**src/rtl/uart_pkg.sv**
```systemverilog
// Shared UART definitions: oversampling constants and the receiver state encoding.
package uart_pkg;

    localparam int OS_16_BCLK_CNT = 16;
    localparam int OS_16_MID_CNT  = 7;

    typedef enum logic [2:0] {
        RX_IDLE  = 3'd0,
        RX_START = 3'd1,
        RX_DATA  = 3'd2,
        RX_STOP  = 3'd3,
        RX_BREAK = 3'd4
    } rx_state_e;

endpackage

```
**src/rtl/sync_2ff.sv**
```systemverilog
// Two-flop synchronizer for asynchronous inputs; flops reset to RESET_VAL.
module sync_2ff #(
    parameter int               WIDTH     = 1,
    parameter logic [WIDTH-1:0] RESET_VAL = '1
) (
    input  logic             i_clk,
    input  logic             i_rst,
    input  logic [WIDTH-1:0] i_d,
    output logic [WIDTH-1:0] o_q
);

    logic [WIDTH-1:0] r_meta;
    logic [WIDTH-1:0] r_sync;

    always_ff @(posedge i_clk) begin
        if (i_rst) begin
            r_meta <= RESET_VAL;
            r_sync <= RESET_VAL;
        end else begin
            r_meta <= i_d;
            r_sync <= r_meta;
        end
    end

    assign o_q = r_sync;

endmodule

```
**src/rtl/uart_rx.sv**
```systemverilog
// 8N1 UART receiver using a 16x oversample tick; emits registered done/error strobes.
module uart_rx
    import uart_pkg::*;
#(
    parameter int DATA_WIDTH = 8
) (
    input  logic                  clk,
    input  logic                  rst,
    input  logic                  bclk,
    input  logic                  rx,
    output logic [DATA_WIDTH-1:0] dout,
    output logic                  rx_done,
    output logic                  frame_err
);

    localparam int IDX_W = (DATA_WIDTH > 1) ? $clog2(DATA_WIDTH) : 1;
    localparam logic [3:0]       MID_CNT  = 4'(OS_16_MID_CNT);
    localparam logic [3:0]       LAST_CNT = 4'(OS_16_BCLK_CNT - 1);
    localparam logic [IDX_W-1:0] LAST_IDX = IDX_W'(DATA_WIDTH - 1);

    logic                  w_rx_s;

    rx_state_e             r_state;
    logic [3:0]            r_bclk_cnt;
    logic [IDX_W-1:0]      r_bit_idx;
    logic [DATA_WIDTH-1:0] r_sh;
    logic [DATA_WIDTH-1:0] r_dout;
    logic                  r_rx_done;
    logic                  r_frame_err;

    rx_state_e             w_state;
    logic [3:0]            w_bclk_cnt;
    logic [IDX_W-1:0]      w_bit_idx;
    logic [DATA_WIDTH-1:0] w_sh;
    logic [DATA_WIDTH-1:0] w_dout;
    logic                  w_rx_done;
    logic                  w_frame_err;

    sync_2ff #(
        .WIDTH     (1),
        .RESET_VAL (1'b1)
    ) u_rx_sync (
        .i_clk (clk),
        .i_rst (rst),
        .i_d   (rx),
        .o_q   (w_rx_s)
    );

    // A tick that lands on a decision cycle is spent by the transition itself.
    always_comb begin
        w_state     = r_state;
        w_bclk_cnt  = r_bclk_cnt;
        w_bit_idx   = r_bit_idx;
        w_sh        = r_sh;
        w_dout      = r_dout;
        w_rx_done   = 1'b0;
        w_frame_err = 1'b0;

        case (r_state)
            RX_IDLE: begin
                if (!w_rx_s) begin
                    w_state    = RX_START;
                    w_bclk_cnt = '0;
                end
            end

            RX_START: begin
                if (bclk) begin
                    if (r_bclk_cnt == MID_CNT) begin
                        if (!w_rx_s) begin
                            w_state    = RX_DATA;
                            w_bclk_cnt = '0;
                            w_bit_idx  = '0;
                        end else begin
                            w_state = RX_IDLE;
                        end
                    end else begin
                        w_bclk_cnt = r_bclk_cnt + 4'd1;
                    end
                end
            end

            RX_DATA: begin
                if (bclk) begin
                    if (r_bclk_cnt == LAST_CNT) begin
                        w_sh       = {w_rx_s, r_sh[DATA_WIDTH-1:1]};
                        w_bclk_cnt = '0;
                        if (r_bit_idx == LAST_IDX) begin
                            w_state = RX_STOP;
                        end else begin
                            w_bit_idx = r_bit_idx + 1'b1;
                        end
                    end else begin
                        w_bclk_cnt = r_bclk_cnt + 4'd1;
                    end
                end
            end

            RX_STOP: begin
                if (bclk) begin
                    if (r_bclk_cnt == LAST_CNT) begin
                        w_bclk_cnt = '0;
                        if (w_rx_s) begin
                            w_dout    = r_sh;
                            w_rx_done = 1'b1;
                            w_state   = RX_IDLE;
                        end else begin
                            w_frame_err = 1'b1;
                            w_state     = RX_BREAK;
                        end
                    end else begin
                        w_bclk_cnt = r_bclk_cnt + 4'd1;
                    end
                end
            end

            // A held-low line must return high before another start is accepted.
            RX_BREAK: begin
                if (w_rx_s) begin
                    w_state = RX_IDLE;
                end
            end

            default: begin
                w_state = RX_IDLE;
            end
        endcase
    end

    always_ff @(posedge clk) begin
        if (rst) begin
            r_state     <= RX_IDLE;
            r_bclk_cnt  <= '0;
            r_bit_idx   <= '0;
            r_sh        <= '0;
            r_dout      <= '0;
            r_rx_done   <= 1'b0;
            r_frame_err <= 1'b0;
        end else begin
            r_state     <= w_state;
            r_bclk_cnt  <= w_bclk_cnt;
            r_bit_idx   <= w_bit_idx;
            r_sh        <= w_sh;
            r_dout      <= w_dout;
            r_rx_done   <= w_rx_done;
            r_frame_err <= w_frame_err;
        end
    end

    assign dout      = r_dout;
    assign rx_done   = r_rx_done;
    assign frame_err = r_frame_err;

endmodule
```
**config.mk**
```make
export PLATFORM = sky130hd
export DESIGN_NAME = uart_rx
export DESIGN_NICKNAME = d
export VERILOG_FILES = /design/src/rtl/uart_pkg.sv /design/src/rtl/sync_2ff.sv /design/src/rtl/uart_rx.sv
export SDC_FILE = /design/constraint.sdc
export NUM_CORES = 1
export LEC_CHECK = 0
export ABC_AREA = 1
export CORE_MARGIN = 2
export CORE_UTILIZATION = 31
export DETAILED_ROUTE_END_ITERATION = 8
export GPL_ROUTABILITY_DRIVEN = 1
export SYNTH_ARGS = -nofsm -noshare
export SYNTH_HDL_FRONTEND = slang
export SYNTH_SLANG_ARGS = --single-unit
```
**constraint.sdc**
```tcl
create_clock -name clk -period 2.67 [get_ports clk]
set_input_delay 0.534 -clock clk [delete_from_list [all_inputs] [get_ports clk]]
set_output_delay 0.534 -clock clk [all_outputs]
set_load 0.005 [all_outputs]
```
Word level (Yosys, flattened, before mapping)
Index checks and enable logic that the tools add are counted.
Widths: inputs -> output; s select.
{ "op_classes": {"addsub": 2, "eq_ne": 19, "n_mux": 27, "bitwise_logic": 3, "reduce_logical": 10} }
{ "op_table": {"columns": ["op", "n"], "rows": [
  ["$mux 3", 16],
  ["$mux 4", 5],
  ["$ne 2x2->1 const B", 10],
  ["$pmux 3 s5", 1],
  ["$pmux 4 s3", 1],
  ["$reduce_and 9->1", 1],
  ["$reduce_and 7->1", 1],
  ["$eq 3x2->1 const B", 2],
  ["$eq 3x3->1 const B", 2],
  ["$pmux 3 s2", 1],
  ["$reduce_and 3->1", 2],
  ["$add 4x1->4 const B", 1],
  ["$eq 4x3->1 const B", 1],
  ["$eq 4x4->1 const B", 1],
  ["$ne 2x1->1 const B", 2],
  ["$reduce_and 4->1", 1],
  ["$reduce_or 4->1", 1],
  ["$add 3x1->3 const B", 1],
  ["$eq 3x1->1 const B", 1],
  ["$logic_not 3->1", 1],
  ["$not 1->1", 3],
  ["$reduce_bool 3->1", 1],
  ["$mux 1", 2],
  ["$mux 2", 1],
  ["other kinds (2)", 2]
]} }
{ "word_totals": {"regBits": 30, "in_bits": 4} }

Longest topological paths before layout
Gate-level depths: netlist of the first run.
{ "logic_depth": {"ltp_word": 5, "mapped_depth": 10, "ltp_nobuf": 10} }

Modules after synthesis
A second synthesis of the first run with hierarchy kept.
{ "unflattened": {"hier_cells": 195, "hier_area_um2": 1356.3} }
{ "modules_own_cells": {"columns": ["module", "instances", "cells_per_inst", "area_per_inst_um2", "seq_area_each_um2"], "rows": [
  ["uart_rx", 1, 188, 1297.5, 560.5],
  ["sync_2ff", 1, 7, 58.8, 40.0]
]} }

Least setup slack after synthesis of the first run
OpenSTA, ideal clock, no wires.
{ "synth_path": {"path_kind": "register to register", "start": "reg r_bclk_cnt[0]", "end": "reg r_dout[0], in the netlist dout[0]", "setup_ns": 0.116, "arrival_ns": 1.313, "path_slack_ns": 1.241, "stages_incl_launch_ff": 9, "path_buffers": 0, "path_cell_list": "dfxtp_1 ha_1 nand2_2 nor2_2 nand2_1 nor3_4 inv_2 nor2_1 nor2_1"} }
{ "synth_via": {"elab_chain_cells": 2} }
{ "synth_rtl": {"columns": ["item", "line_no", "text"], "rows": [
  ["from (decl)", "uart_rx.sv:24", "logic [3:0] r_bclk_cnt;"],
  ["from (signal assigned)", "uart_rx.sv:141", "r_bclk_cnt <= w_bclk_cnt;"],
  ["$eq 4x4->1", "uart_rx.sv:101", "if (r_bclk_cnt == LAST_CNT) begin"],
  ["$reduce_and 4->1 (no line)", null, null],
  ["to (signal assigned)", "uart_rx.sv:144", "r_dout <= w_dout;"],
  ["to (decl)", "uart_rx.sv:27", "logic [DATA_WIDTH-1:0] r_dout;"]
]} }
No other way between the ends.
A chain may end at the register's enable or synchronous reset.

Worst setup path after layout of the first run
{ "layout_path": {"start": "in bclk", "end": "reg r_dout[7], in the netlist dout[7]"} }
{ "layout_via": {"elab_chain_cells": 1} }
{ "layout_rtl": {"columns": ["item", "line_no", "text"], "rows": [
  ["from (decl)", "uart_rx.sv:9", "input logic bclk,"],
  ["$reduce_and 4->1 (no line)", null, null]
]} }
No other way between the ends.

==> results by stage, run 1 <==
Status:
- The flow ran to the end, and the final reports show no timing, DRC or antenna violations.

Global route:
- The largest net degree at the start of global routing is 26.
- The leftover overflow at the end of global routing is 0.
- The number of global-route vias before repair was 1114.
- The initial antenna violation count was 0.
- The wire length of the first global-routing pass is 4947 µm.
- Across every metal layer, demand over resource in global routing totals 12.44%.

Clocking:
- The post-CTS resize count is 0.
- The maximum count of clock buffers along a single path is 2.
- The CTS root buffer is clkbuf_8.
- TritonCTS built the clock tree.
- The number of hold buffers added after CTS was 0.
- Clock-pin slew was measured on the worst setup and hold paths at 0.07 ns.
- The clock tree synthesis step divided the H-tree into 2 levels.
- For this design, the sink count on the clock tree is 30.
- The later-pin clock latency in the skew report is 0.29 ns.
- Buffers added to address setup during post-CTS repair amount to 0.
- Counting the buffers created by CTS gives 5.

Critical path:
- The data required time of the worst path is 2.84 ns.
- The kind of cell with the highest combined delay along the critical path is buffers and inverters.
- The reg-to-reg endpoint is dout[7].
- Traced cell by cell, the critical path runs through clkdlybuf4s50_1, nand2_1, nor3_4, inv_2, nor2_1, nor2_1.
- The worst-path cell with the longest stage delay is clkdlybuf4s50_1.
- In this design, the stage delay of the slowest critical-path cell is 0.58 ns.
- The most common cell type on the critical path is nor2_1.
- The most critical setup path has its startpoint at bclk.
- The startpoint-to-endpoint class of the critical path is input port to flip-flop.
- The worst register-to-register path has a depth of 8.
- In this run the worst setup path terminates at dout[7].
- Across all register-to-register paths, the minimum setup slack is 1.00 ns.
- The worst path arrival time is 1.95 ns.
- The element type at the critical path start is an input port.
- The number of buffers and inverters on the critical path is 2.
- STA classifies the critical path endpoint as a flip-flop.
- The number of cells on the critical path is 6.
- The worst register-to-register path begins at r_bclk_cnt[0].
- Of all nets on the critical path, the largest fanout is 9.

Detailed routing:
- The post-detailed-route count of antenna-violating nets is 0.
- For this run, the detailed router's first-pass iteration total came to 4.
- The routed layout has 1234 vias.
- The iteration-0 DRC count of the detailed router is 82.
- After detailed routing, the average wire length per cell comes to 11.05 µm.
- In the routed layout, each cell is associated on average with a via count of 4.657.
- For this block, the routed nets add up to 2928 µm of wire.
- The post-route DRC violation count is 0.

Die:
- The die covers 0.004886 mm².
- The floorplan die height is 69.90 µm.
- During I/O placement, the number of pins put on the boundary was 14.
- In this run the horizontal extent of the chip is 69.90 µm.
- The floorplan core area is 0.004086 mm².
- The floorplan has 23 rows.
- The initial utilization of the core area, before any placement, comes to 32.95%.

Layout:
- The share of post-route cells with drive strength above 1 is 10.70%.
- The layout has 443 filler cells.
- The number of antenna diodes in the final layout is 0.
- The post-synthesis to final-layout area growth is 20.82%.
- The final core area utilization is 39.80%.
- The layout net count is 221.
- The number of standard cells in the layout, taps in and fillers out is 265.

Place:
- The cell count after placement is 257.
- The placed wire-length estimate after detailed placement is 2044 µm.
- At the end of routability-driven placement, the weighted congestion stood at 0.8846.
- Timing analysis after detailed placement gives a worst setup slack of 0.5938 ns.
- Port buffering added 13 buffers.

Timing:
- The transition time of the tightest slew-check pin is 0.6533 ns.
- Setup slack closes at 0.8935 ns.
- Setup repair after global routing left no endpoint under its margin.
- The normalized max-slew margin is 56.40%.
- Setup violations remaining at the end of the flow were counted as 0.
- The clock period minus final worst setup slack is 1.777 ns.
- The number of pins with negative max-slew slack in the final report is 0.
- For the final database, setup skew stands at 0.01416 ns.
- The final critical path takes up 66.54% of the cycle.
- The total count of hold-check failures in the final report is 0.
- The accumulated negative setup slack is 0 ns.
- The achievable frequency is 562.9 MHz.

Power:
- The total chip power is 1.443 mW.
- Across the VDD grid, the largest voltage drop is 441.6 µV.
- Summed over all cells, the static leakage comes to 0.7082 nW.
- The cell area power density is 887.0 mW/mm².

Logic synthesis:
- The mean instance size in the synthesized netlist is 6.869 µm².
- The number of distinct standard cells referenced by the synthesized netlist is 17.
- Yosys printed 0 warnings.
- Counting flops and latches in the post-synthesis netlist gives 30.
- The portion of the post-synthesis area used by sequential elements is 44.61%.
- The post-synthesis instance total is 196.
- The mapped netlist covers 0.001346 mm².
- In this run the biggest area consumer among cell types represents 44.61% of the synthesized area.
- Ranked by total cell area, the synthesized netlist is headed by dfxtp_1, nor2_1, o21ai_0, nand2_1, nand3_1.
- Of all cell types, the one taking the most synthesized area is dfxtp_1.
- Synthesis produced a netlist with a net count of 203.

Job:
- The max-capacitance violation count is 0.

Worst hold path:
- The tightest min-delay check is of the flip-flop to flip-flop type.
## worst register-to-register path, cell delays in order (launching register included)
cell and delay [ns]:
dfxtp_1 0.35, ha_1 0.23, nand2_2 0.08, nor2_2 0.10
nand2_1 0.13, nor3_4 0.35, inv_2 0.15, nor2_1 0.11
nor2_1 0.05
## placed cells by master, fill, tap and decap left out, drive strengths merged
cell type	instances
clkinvlp	1
ha	3
clkbuf	6
or2	3
a21oi	5
nor2	56
o21ai	24
nand3	17
nand2	33
nor3	2
clkinv	1
dfxtp	30
clkdlybuf4s50	13
a31oi	1
inv	20
## cells by family after synthesis
| family | count (synthesis) | share of synthesized area (%) |
|---|---|---|
| compound gates | 30 | 11.25 |
| fa+ha+maj | 3 | 2.788 |
| buf+inv | 22 | 6.133 |
| flops | 30 | 44.61 |
| simple gates | 111 | 35.22 |
## synth_stat cells
master / n
nand3_1: 17
inv_2: 5
clkbuf_1: 1
buf_1: 1
nand2_2: 2
inv_1: 15
o21ai_0: 24
nor2_1: 52
or2_2: 3
a21oi_1: 5
nor3_1: 1
a31oi_1: 1
nor2_2: 4
nor3_4: 1
dfxtp_1: 30
ha_1: 3
nand2_1: 31
## stage by stage
step,hold WS [ns],cell area (µm²)
6_report,0.4118,1627
5_1_grt,0.4370,1627
4_1_cts,0.4150,1627
3_5_place_dp,0.3989,1531
3_3_place_gp,0.3966,1531
2_1_floorplan,0.3895,1346
## routing by layer
layer | wire (µm) | GRT usage (%)
met1 | 1479 | 17.05
met2 | 1299 | 18.73
met3 | 127 | 3.752
met4 | 21 | 3.846
met5 | 0 | 0
## report_power, final
group	internal [mW]	switching, mW
logic	0.173	0.332
registers	0.495	0.0504
clock network	0.207	0.186
total	0.875	0.568
## cell type report
cell class	count	area (µm²)	area share [%]
timing repair buffer	13	130.1	8.000
inverter	20	75.07	4.615
tap	50	62.56	3.846
multi-input combinational	144	663.1	40.77
clock inverter	2	12.51	0.7692
sequential	30	600.6	36.92
clock buffer	6	82.58	5.077
## sequential cells by signal (all words and copies together), names as in the netlist
name              flops
dout                  8
r_sh                  8
r_bclk_cnt            4
r_bit_idx             3
r_state               3
frame_err             1
rx_done               1
u_rx_sync.o_q         1
u_rx_sync.r_meta      1
## how the worst min path moves through the flow
| stage | start | to | slack (ns) | cells after the start |
|---|---|---|---|---|
| 3_3_place_gp | u_rx_sync.r_meta | u_rx_sync.o_q | 0.40 | 1 |
| 5_1_grt | u_rx_sync.r_meta | u_rx_sync.o_q | 0.44 | 1 |
| 2_1_floorplan | u_rx_sync.r_meta | u_rx_sync.o_q | 0.39 | 1 |
| 6_report | u_rx_sync.r_meta | u_rx_sync.o_q | 0.41 | 1 |
| 4_1_cts | u_rx_sync.r_meta | u_rx_sync.o_q | 0.41 | 1 |
| 3_5_place_dp | u_rx_sync.r_meta | u_rx_sync.o_q | 0.40 | 1 |
No activity file was read; power rests on OpenSTA's default activity.
==> run 2: changes to the inputs <==
==> constraint.sdc (replaced) <==
create_clock -name clk -period 1.7 [get_ports clk]
set_input_delay 0.34 -clock clk [delete_from_list [all_inputs] [get_ports clk]]
set_output_delay 0.34 -clock clk [all_outputs]
set_load 0.005 [all_outputs]
==> run 2 against run 1 <==
- total power increased by 61%
- non-clock buffer count increased by 4
- routed wire length decreased by 4.4%
- combinational power increased by 68%
- global-route usage increased by 0.60 points
- sequential power increased by 57%
- clock power increased by 55%
- register-to-register slack got worse by 0.84 ns
- first-iteration DRC count decreased by 41%
- largest cell class unchanged
- highest routed layer unchanged
==> results by stage, run 2 (synthesis gave the netlist of run 1 again) <==
Timing:
- The accumulated negative setup slack is 0 ns (unchanged).
- Dividing the final minimum period by the clock period gives 90.76%.
- Setup repair after global routing missed its margin: false (unchanged).
- The final setup skew came to 0.008342 ns (was 0.01416 ns).
- The routed design could run at a clock period as short as 1.543 ns.
- The transition time of the tightest slew-check pin is 0.3910 ns (was 0.6533 ns).
- The achievable frequency is 648.1 MHz.
- The normalized max-slew margin is 73.66% (was 56.40%).
- The setup slack of the critical path after layout is 0.1571 ns (was 0.8935 ns).
- The total setup violations reported at the end of the flow was 0 (unchanged).
- The total count of hold-check failures in the final report is 0 (unchanged).
- The number of pins with negative max-slew slack in the final report came to 0 (unchanged).

Critical path:
- The endpoint class of the critical path is a flip-flop (unchanged).
- The worst path arrival time is 1.77 ns (was 1.95 ns).
- The reg-to-reg setup timing slack came to 0.16 ns (was 1.00 ns).
- The peak per-stage delay on the critical path came to 0.37 ns (was 0.58 ns).
- Worst-path cell chain: ha_2, nand2_2, nor2_2, nand2_1, nor3_4, buf_4, o21ai_0, nor2_1 (was clkdlybuf4s50_1, nand2_1, nor3_4, inv_2, nor2_1, nor2_1).
- The element type at the critical path start is a flip-flop (was input port).
- The biggest fanout along the worst timing path is 8 (was 9).
- The launching point of the worst reg2reg path is r_bclk_cnt[0] (unchanged).
- The startpoint-to-endpoint class of the critical path is flip-flop to flip-flop (was input port to flip-flop).
- The launch point of the worst path is r_bclk_cnt[0] (was bclk).
- The data required time of the worst path is 1.92 ns (was 2.84 ns).
- The worst-path cell with the longest stage delay is dfxtp_1 (was clkdlybuf4s50_1).

Die:
- The floorplan die height is 69.90 µm (unchanged).
- The starting density of the core is 32.95% (unchanged).
- The floorplan core area is 0.004086 mm² (unchanged).
- The floorplan row count is 23 (unchanged).
- The overall die area is 0.004886 mm² (unchanged).
- The width of the chip is 69.90 µm (unchanged).
- The number of I/O pins is 14 (unchanged).

Clocking:
- The clock tree from TritonCTS is built (unchanged).
- The number of H-tree branching levels is 2 (unchanged).
- The number of sinks driven by the clock tree came to 30 (unchanged).
- The number of hold buffers added after cts came to 0 (unchanged).
- The clock slew seen by the registers of the worst setup and hold paths came to 0.07 ns (about the same).
- The number of clock buffers inserted by TritonCTS came to 5 (unchanged).
- The CTS root buffer is clkbuf_8 (unchanged).
- The later-pin clock latency in the skew report is 0.29 ns (about the same).
- The maximum count of clock buffers along a single path is 2 (unchanged).

Global route:
- The overall routing resource usage is 13.04% (was 12.44%).
- The number of global-route vias before repair is 1232 (was 1114).
- The largest net degree at the start of global routing was 26 (unchanged).
- The wire length of the first global-routing pass came to 5216 µm (was 4947 µm).
- The initial antenna violation count is 0 (unchanged).
- The leftover overflow at the end of global routing is 0 (unchanged).

Detailed routing:
- The routed via count divided by cell count is 4.680 (was 4.657).
- The first-pass iteration count of the detailed router came to 4 (unchanged).
- The post-detailed-route count of antenna-violating nets came to 0 (unchanged).
- The post-route DRC violation count came to 0 (unchanged).
- The iteration-0 DRC count of the detailed router is 48 (was 82).
- The count of vias placed by the detailed router is 1259 (was 1234).
- The total wire length after detailed routing is 2799 µm (was 2928 µm).
- The per-cell routed wire length is 10.41 µm (was 11.05 µm).

Place:
- The placed standard-cell area was 0.001574 mm² (was 0.001531 mm²).
- The cell count after placement is 261 (was 257).
- The final weighted congestion of routability-driven global placement is 0.8008 (was 0.8846).
- The count of port buffers added during placement came to 13 (unchanged).
- The setup slack after placement is 0.002438 ns (was 0.5938 ns).
- The placed wire-length estimate after detailed placement came to 1962 µm (was 2044 µm).

Layout:
- The filler cell count was 424 (was 443).
- The most common library cell in the layout ignoring fill and taps was nor2_1 (unchanged).
- The layout net count is 225 (was 221).
- Highest-count cells in the layout ignoring fill and taps: nor2_1, nand2_1, dfxtp_1 (unchanged).
- The area used by sequential logic in the layout was 600.6 µm² (unchanged).
- The number of standard cells in the layout, taps in and fillers out is 269 (was 265).
- The post-synthesis to final-layout area growth came to 25.09% (was 20.82%).
- The area of all placed cells without fillers is 0.001684 mm² (was 0.001627 mm²).
- The area of combinational cells with multiple inputs is 675.6 µm² (was 663.1 µm²).
- The antenna diode count is 0 (unchanged).
- The share of post-route cells with drive strength above 1 is 13.70% (was 10.70%).

Power:
- The static leakage is 0.7309 nW (was 0.7082 nW).
- The cell area power density is 1376 mW/mm² (was 887.0 mW/mm²).
- The peak supply drop came to 629.9 µV (was 441.6 µV).

Job:
- The max-capacitance violation count is 0 (unchanged).

Status:
- Result of the run: finished, final reports clean (unchanged).

Worst hold path:
- The worst hold-check path type is flip-flop to flip-flop (unchanged).
- The startpoint of the worst hold path is u_rx_sync.r_meta (unchanged).
## run 2: changes by cell type in the layout (fill, tap and decap cells not counted)
cell	delta
inv_2	-1
inv_4	+1
buf_12	+1
buf_4	+3
nor2_4	+1
ha_1	-1
ha_2	+1
nand2_2	+1
nor2_1	-1
nand2_1	-1
## run 2: critical path: cells and delay by family (launching register included)
family,cells,cell delay [ns]
flip-flops,1,0.37
buffers and inverters,1,0.18
AND/OR/NAND/NOR,5,0.63
adder cells (fa/ha/maj),1,0.23
AO/OA/AOI/OAI,1,0.07
## run 2: final timing paths
path                        end  depth (start not counted)
hold / removal    u_rx_sync.o_q                          1
hold reg to reg   u_rx_sync.o_q                          1
setup reg to reg        dout[7]                          8
setup / recovery        dout[7]                          8
## run 2: per-stage QoR
step                utilization, %  power (mW)  hold slack, ns
finish                       41.21       2.317          0.4074
global route                 41.21       2.523          0.4239
CTS                          40.85       2.304          0.4106
detailed placement           38.52       1.689          0.3962
global placement             38.52       1.693          0.3912
floorplan                        -       1.497          0.3895
## run 2: power by group
part / internal, mW / total, mW / switching [mW]
Clock: 0.325 / 0.610 / 0.285
Sequential: 0.778 / 0.857 / 0.0797
Combinational: 0.308 / 0.850 / 0.543
## run 2: cell type report
cell class / count / area share [%]
clock inverter: 2 / 0.7429
clock buffer: 6 / 4.903
timing repair buffer: 17 / 10.25
inverter: 20 / 4.606
multi-input combinational: 144 / 40.12
tap: 50 / 3.715
sequential: 30 / 35.66
## run 2: layer usage
layer	GRT usage [%]	wire, µm	vias to the layer above	part of all wire [%]
li1	-	-	665	-
met1	17.14	1401	562	50
met2	20.11	1225	27	44
met3	3.463	132	5	4.7
met4	5.556	39	0	1.4
met5	0	0	-	0
## run 2: what timing repair did
item                       4_1_cts  5_1_grt
setup buffers                    0        0
resized for setup                0        5
setup endpoints to repair        0        9
==> run 3: changes to the inputs <==
--- a/config.mk
+++ b/config.mk
@@ -10,6 +10,7 @@
 export CORE_UTILIZATION = 31
 export DETAILED_ROUTE_END_ITERATION = 8
 export GPL_ROUTABILITY_DRIVEN = 1
+export SLEW_MARGIN = 20
 export SYNTH_ARGS = -nofsm -noshare
 export SYNTH_HDL_FRONTEND = slang
 export SYNTH_SLANG_ARGS = --single-unit
==> results of run 3 <==
Final layout, timing and power as in run 2 (identical DEF).
